$ cat src/rtl/ones_count_accumulator.sv
// ---------------------------------------------------------------------------
// ones_count_accumulator
//
// Accumulates 2-bit upstream ones counts {y1,y0} (0..3) into a frame sum.
// A frame closes when FRAME_LEN counts have been accepted, or early on a
// flush once at least one count belongs to the frame. The closed frame is
// held on sum/n_samples/ovf with out_valid=1 until the downstream takes it
// (out_ready=1). After that, the accumulator clears and accepts counts again
// on the following cycle.
//
// Parameters
//   FRAME_LEN : counts per frame (2..255)
//   SUM_W     : width of the accumulated sum (2..16); the sum saturates
//
// Ports
//   clk        : clock, rising edge
//   rst        : synchronous active-high reset
//   in_valid   : upstream count valid
//   in_ready   : block accepts a count this cycle (ACCUM state)
//   y1, y0     : upstream count, MSB and LSB
//   flush      : close the current partial frame early
//   out_valid  : frame result is held (HOLD state)
//   out_ready  : downstream consumes the result
//   sum        : saturated total of the frame
//   n_samples  : number of counts accepted in the frame
//   ovf        : the frame sum saturated
// ---------------------------------------------------------------------------
module ones_count_accumulator #(
   parameter int FRAME_LEN = 8,
   parameter int SUM_W     = 5
) (
   input  logic             clk,
   input  logic             rst,
   input  logic             in_valid,
   output logic             in_ready,
   input  logic             y1,
   input  logic             y0,
   input  logic             flush,
   output logic             out_valid,
   input  logic             out_ready,
   output logic [SUM_W-1:0] sum,
   output logic [7:0]       n_samples,
   output logic             ovf
);

   typedef enum logic {ACCUM = 1'b0, HOLD = 1'b1} state_t;

   localparam logic [7:0]       FRAME_LEN_B = 8'(FRAME_LEN);
   localparam logic [SUM_W-1:0] SUM_MAX     = '1;

   state_t           state_reg;
   logic [SUM_W-1:0] sum_reg;
   logic [7:0]       n_reg;
   logic             ovf_reg;

   logic             accept;
   logic [SUM_W:0]   sum_ext;      // one extra bit to detect overflow
   logic [7:0]       n_next;
   logic             frame_done;

   assign accept     = in_valid && (state_reg == ACCUM);
   assign sum_ext    = {1'b0, sum_reg} + {{(SUM_W-1){1'b0}}, y1, y0};
   assign n_next     = n_reg + 8'd1;
   // Close on the FRAME_LEN-th count, or on flush when the frame is non-empty
   // (counting a count accepted in this same cycle).
   assign frame_done = accept && ((n_next == FRAME_LEN_B) || flush) ||
                       (state_reg == ACCUM) && flush && (n_reg != 8'd0);

   always_ff @(posedge clk) begin
      if (rst) begin
         state_reg <= ACCUM;
         sum_reg   <= '0;
         n_reg     <= '0;
         ovf_reg   <= 1'b0;
      end else begin
         case (state_reg)
            ACCUM: begin
               if (accept) begin
                  n_reg <= n_next;
                  if (sum_ext[SUM_W]) begin
                     sum_reg <= SUM_MAX;
                     ovf_reg <= 1'b1;
                  end else begin
                     sum_reg <= sum_ext[SUM_W-1:0];
                  end
               end
               if (frame_done)
                  state_reg <= HOLD;
            end
            HOLD: begin
               // Result stays frozen until the downstream takes it.
               if (out_ready) begin
                  state_reg <= ACCUM;
                  sum_reg   <= '0;
                  n_reg     <= '0;
                  ovf_reg   <= 1'b0;
               end
            end
            default: state_reg <= ACCUM;
         endcase
      end
   end

   assign in_ready  = (state_reg == ACCUM);
   assign out_valid = (state_reg == HOLD);
   assign sum       = sum_reg;
   assign n_samples = n_reg;
   assign ovf       = ovf_reg;

endmodule

$ cat config.mk
export PLATFORM = sky130hd
export DESIGN_NAME = ones_count_accumulator
export DESIGN_NICKNAME = d
export VERILOG_FILES = /design/src/rtl/ones_count_accumulator.sv
export SDC_FILE = /design/constraint.sdc
export NUM_CORES = 1
export LEC_CHECK = 0
export ABC_CLOCK_PERIOD_IN_PS = 1670
export CAP_MARGIN = 20
export CORE_ASPECT_RATIO = 0.9
export CORE_MARGIN = 4
export CORE_UTILIZATION = 36
export CTS_BUF_LIST = sky130_fd_sc_hd__clkbuf_8
export DETAILED_ROUTE_END_ITERATION = 10
export PLACE_DENSITY = 0.63
export SYNTH_ARGS = -nofsm -noshare
export SYNTH_HDL_FRONTEND = slang
export SYNTH_SLANG_ARGS = --single-unit
$ cat constraint.sdc
create_clock -name clk -period 1.67 [get_ports clk]
set_input_delay 0.167 -clock clk [delete_from_list [all_inputs] [get_ports clk]]
set_output_delay 0.167 -clock clk [all_outputs]
set_load 0.01 [all_outputs]
=== Word-level counts from Yosys, hierarchy flattened ===
Cells that the tools add are included.

* Bits in registers: 15
* Input port bits: 7
* Output and inout port bits: 16
* Word-level logic and storage cells: 34

* $add $sub $neg: 2
* Eq/ne operators: 4
* Mux-type cells: 14
* Bitwise logic cells: 1
* Reduce and logical (&&, ||, !) cells: 9

{| class="wikitable"
|+ Operators by type and width
! operator !! number
|-
| 8-bit two-way mux || 2
|-
| 8-bit one-hot mux with 2 select lines || 1
|-
| 5-bit two-way mux || 3
|-
| 5-bit one-hot mux with 2 select lines || 1
|-
| 8-bit by 1-bit adder with 8-bit output (second input constant) || 1
|-
| 8-bit by 4-bit == test with 1-bit output (second input constant) || 1
|-
| 8-bit nonzero test || 1
|-
| 5-bit by 2-bit adder with 6-bit output || 1
|-
| 1-bit two-way mux || 5
|-
| 1-bit logical AND || 4
|-
| 2-bit by 1-bit != test with 1-bit output (second input constant) || 2
|-
| 1-bit one-hot mux with 2 select lines || 2
|-
| 3-bit AND reduction || 1
|-
| 1-bit logical OR || 2
|-
| 2-bit != test (second input constant) || 1
|-
| 2-bit AND reduction || 1
|-
| 1-bit inverter || 1
|}

=== Logic depth before layout (Yosys ltp) ===
Gate-level depths: netlist of the first run.

* Depth after elaboration: 7
* Gate-level depth with buffers: 6
* Depth with buffers taken out: 6

=== Worst setup path after synthesis of the first run ===
No wires, ideal clock.

* Path type: flip-flop to flip-flop
* From: reg n_reg[0], in the netlist n_samples[0]
* To: reg state_reg, in the netlist out_valid
* Library setup time: 0.096 ns
* Data arrival time: 1.592 ns
* Data required time: 1.574 ns
* Setup slack: -0.018 ns
* Cell stages (with the launch flop): 6
* Buffers on the path: 0
* Period minus slack after synthesis: 1.688 ns
* Cell sequence: dfxtp_1 ha_1 nand3_1 o21a_1 or2_1 o41ai_2

* Cells in the longest elaborated chain, start to end: 7
* Elaborated cells on any way between the ends: 9
* Those cells by class: add/sub: 1; eq/ne: 1; mux: 2; reduce/logical: 5

{| class="wikitable"
|+ RTL lines
! what !! line !! text
|-
| start, declared || 53 || <nowiki>logic [7:0] n_reg;</nowiki>
|-
| start signal, assigned || 79 || <nowiki>n_reg <= n_next;</nowiki>
|-
| 8-bit by 1-bit adder with 8-bit output || 63 || <nowiki>assign n_next = n_reg + 8'd1;</nowiki>
|-
| 8-bit by 4-bit == test with 1-bit output || 66 || <nowiki>assign frame_done = accept && ((n_next == FRAME_LEN_B) || flush) ||</nowiki>
|-
| 1-bit logical OR || 66 ||
|-
| 1-bit logical AND || 66 ||
|-
| 1-bit logical OR (*) || 66 ||
|-
| 1-bit two-way mux (*) || 87 || <nowiki>if (frame_done)</nowiki>
|-
| 1-bit one-hot mux with 2 select lines (*) || 76 || <nowiki>case (state_reg)</nowiki>
|-
| end signal, assigned || 71 || <nowiki>state_reg <= ACCUM;</nowiki>
|-
| end signal, assigned || 88 || <nowiki>state_reg <= HOLD;</nowiki>
|-
| end signal, assigned || 93 || <nowiki>state_reg <= ACCUM;</nowiki>
|-
| end, declared || 51 || <nowiki>state_t state_reg;</nowiki>
|}

Mark *: on every way between the ends. The rest lies on a longest branch, timed or not.
A chain may end at the register's enable or synchronous reset.

=== Final worst setup path of the first run ===
* From: reg n_reg[1], in the netlist n_samples[1]
* To: reg state_reg, in the netlist out_valid

Same word-level chain as after synthesis.

==> run metrics, run 1 <==
final critical-path required period 1.56 ns; gr usage total 0.157; Hold Fails Final Rpt 0; Max Root-Sink Buffers 2; reg2reg setup slack 0.11 ns; HPWL Detailed 1.73 mm; PD cells 679 nW/um^2; antenna cell count 0; setup TNS 0 ns; total core area 2260 sq um; post-synthesis cell type count 37; CP peak stage delay 0.39 ns; NumNets Final 154; initial antenna violation count 0; Setup crit end out_valid; layout cells sized above 1 0.179; hold_sp ovf; P_leak 0.478 nW; CP endpoint kind flip-flop; crit-path max FO 8; antenna-violating nets left 0; Seq cells post-synth 15; Yosys Warn Count 0; Critical Path AT 1.72 ns; max cap viols 0; first drt pass iteration count 4; WL/cell 14.0 um; first-pass GRT wire length 3.82 mm; HP Class flip-flop to flip-flop; largest net degree at the start of global routing 16; fill count 218; max frequency 0.642 GHz; Post-synth ARST share 0; GRT Residual Overflow 0; Final Power 0.860 mW; Site Rows 16; Die Wd 60.4 um; max FFs per register 8; DIE HEIGHT 55.2 um; Layout Cells excl Fill 167; dpl cells 161; Multi-input gate area 569 sq um; routed wire length 2.33 mm; Worst path slowest cell dfxtp_4; Most used DFF post-synth dfxtp_1; Sequential Area 308 sq um; number of port buffers 22; Critical path origin n_samples[1]; TritonCTS clock tree built; drt via density 5.38; Post-Synthesis Cells 107; Layout area overhead 42.5%; Design Area, Final 1270 sq um; CTS buffer count 3; Final Wtd Congestion 0.787; clk sinks 15; CP cell instances ha_2 -> nand3_2 -> o21a_1 -> or2_1 -> o41ai_2; die area 3330 sq um; Fin Clk Skew 0.00562 ns; Worst VDD drop 0.641 mV; Reg2Reg Depth 5; Setup-failing EPs final 0; vias in the first global route 818; sequential-to-total area share from yosys stat 0.338; Worst Path Required 1.83 ns; Root Driver clkbuf_8; hold buffers post-CTS 0; Initial Utilization 0.393; CTS H-tree lvls 1; period utilization 0.933; Clock Pin Slew Worst Setup and Hold Paths 0.07 ns; worst hold margin 0.532 ns; RR Startpoint n_samples[1]; placed inst area 1200 sq um; Mean Syn Cell Area 8.31 sq um; Crit Path Class flip-flop to flip-flop; DR iter-0 viols 25; Worst Setup Start Kind flip-flop; Post-synth EDFFs 0; worst skew pair latency 0.25 ns; Syn Std Cell Area 890 sq um; syn_nets 120; slew margin rel. 0.781; via count of the routed design 899; reg-to-reg endpoint out_valid; DRC viols 0; worst-margin pin slew 0.328 ns; IO Count 23; Final Max Tran Viols 0; status completed
-- power by group --
group | switching (mW) | internal [mW] | total (mW) | leakage [nW]
clock network | 0.134 | 0.163 | 0.297 | 0.0269
logic | 0.0828 | 0.0933 | 0.176 | 0.327
registers | 0.0162 | 0.371 | 0.387 | 0.123
-- cell type report --
| class | count | area share |
|---|---|---|
| Tap cell | 27 | 0.0267 |
| Multi-Input combinational cell | 85 | 0.449 |
| Clock buffer | 3 | 0.0326 |
| Sequential cell | 15 | 0.243 |
| Clock inverter | 1 | 0.00296 |
| Timing Repair Buffer | 33 | 0.237 |
| Inverter | 3 | 0.00888 |
-- layer usage --
layer  vias to the layer above  wire, um  GRT usage
li1                        458         -          -
met1                       418      1190      0.221
met2                        21       997      0.237
met3                         2       135     0.0441
met4                         0         8     0.0332
met5                         -         0          0
-- worst max-delay path: cells and delay by family, from the launching register on --
kind,cells,cell delay (ns)
AOI/OAI and AO/OA,2,0.53
and+or+nand+nor,2,0.35
adders and majority gates,1,0.20
DFF,1,0.39
-- how the worst min path moves through the flow --
stage	cells past startpoint	to
global route	2	ovf
CTS	2	n_samples[6]
detailed placement	2	ovf
global placement	2	n_samples[6]
floorplan	1	ovf
finish	2	ovf
-- cell usage in the layout (no fill, tap or decap), types with 2 or more instances in the layout --
master,count
a21oi_1,11
a22oi_1,2
a31oi_1,2
buf_4,10
clkbuf_8,3
clkdlybuf4s50_1,22
dfxtp_1,13
dfxtp_4,2
ha_1,4
inv_1,4
mux2i_1,3
nand2_1,7
nand2b_1,3
nand3_1,3
nand3_2,2
nor2_1,8
nor3_1,9
o21ai_0,6
or2_1,2
or3_2,2
or4_1,2
-- kinds of logic after synthesis --
logic type | after synthesis | share of synthesized area
and+or+nand+nor | 49 | 0.315
AOI/OAI and AO/OA | 26 | 0.180
DFF | 15 | 0.338
buffers and inverters | 7 | 0.0309
adders and majority gates | 6 | 0.0928
muxes | 3 | 0.0338
xor gates and xnor gates | 1 | 0.00985
-- through the flow --
| stage | setup WS, ns | utilization |
|---|---|---|
| global route | -0.00252 | 0.560 |
| CTS | 0.0420 | 0.549 |
| global placement | -0.0407 | 0.529 |
| finish | 0.111 | 0.560 |
| detailed placement | -0.0593 | 0.529 |
| floorplan | 0.0900 | - |
-- timing repair --
action / CTS / global route
endpoints found under the setup margin: 0 / 1
setup buffers: 0 / 2
resized for setup: 0 / 4
-- synth_stat cells (all sizes together), types with 2 or more instances --
library cell,count,share of area
a21oi,11,0.062
a22oi,2,0.017
a31oi,2,0.014
and2,2,0.015
clkbuf,4,0.018
dfxtp,15,0.34
ha,5,0.070
inv,3,0.013
mux2i,3,0.034
nand2,7,0.030
nand2b,3,0.021
nand3,5,0.034
nor2,8,0.034
nor3,9,0.051
o21ai,6,0.034
or2,2,0.014
or3,3,0.024
or4,2,0.017
or4b,2,0.023
Note: power is estimated with default switching activity, not from simulation.
==> inputs of run 2 (changes only) <==
--- a/config.mk
+++ b/config.mk
@@ -12,6 +12,7 @@
 export CORE_UTILIZATION = 36
 export CTS_BUF_LIST = sky130_fd_sc_hd__clkbuf_8
 export DETAILED_ROUTE_END_ITERATION = 10
+export HOLD_SLACK_MARGIN = 0.02
 export PLACE_DENSITY = 0.63
 export SYNTH_ARGS = -nofsm -noshare
 export SYNTH_HDL_FRONTEND = slang
==> results of run 2 <==
Final layout, timing and power as in run 1 (identical DEF).
==> inputs of run 3 (changes only) <==
--- a/config.mk
+++ b/config.mk
@@ -17,3 +17,4 @@
 export SYNTH_ARGS = -nofsm -noshare
 export SYNTH_HDL_FRONTEND = slang
 export SYNTH_SLANG_ARGS = --single-unit
+export TNS_END_PERCENT = 30
==> results of run 3 <==
Final layout, timing and power as in run 1 (identical DEF).
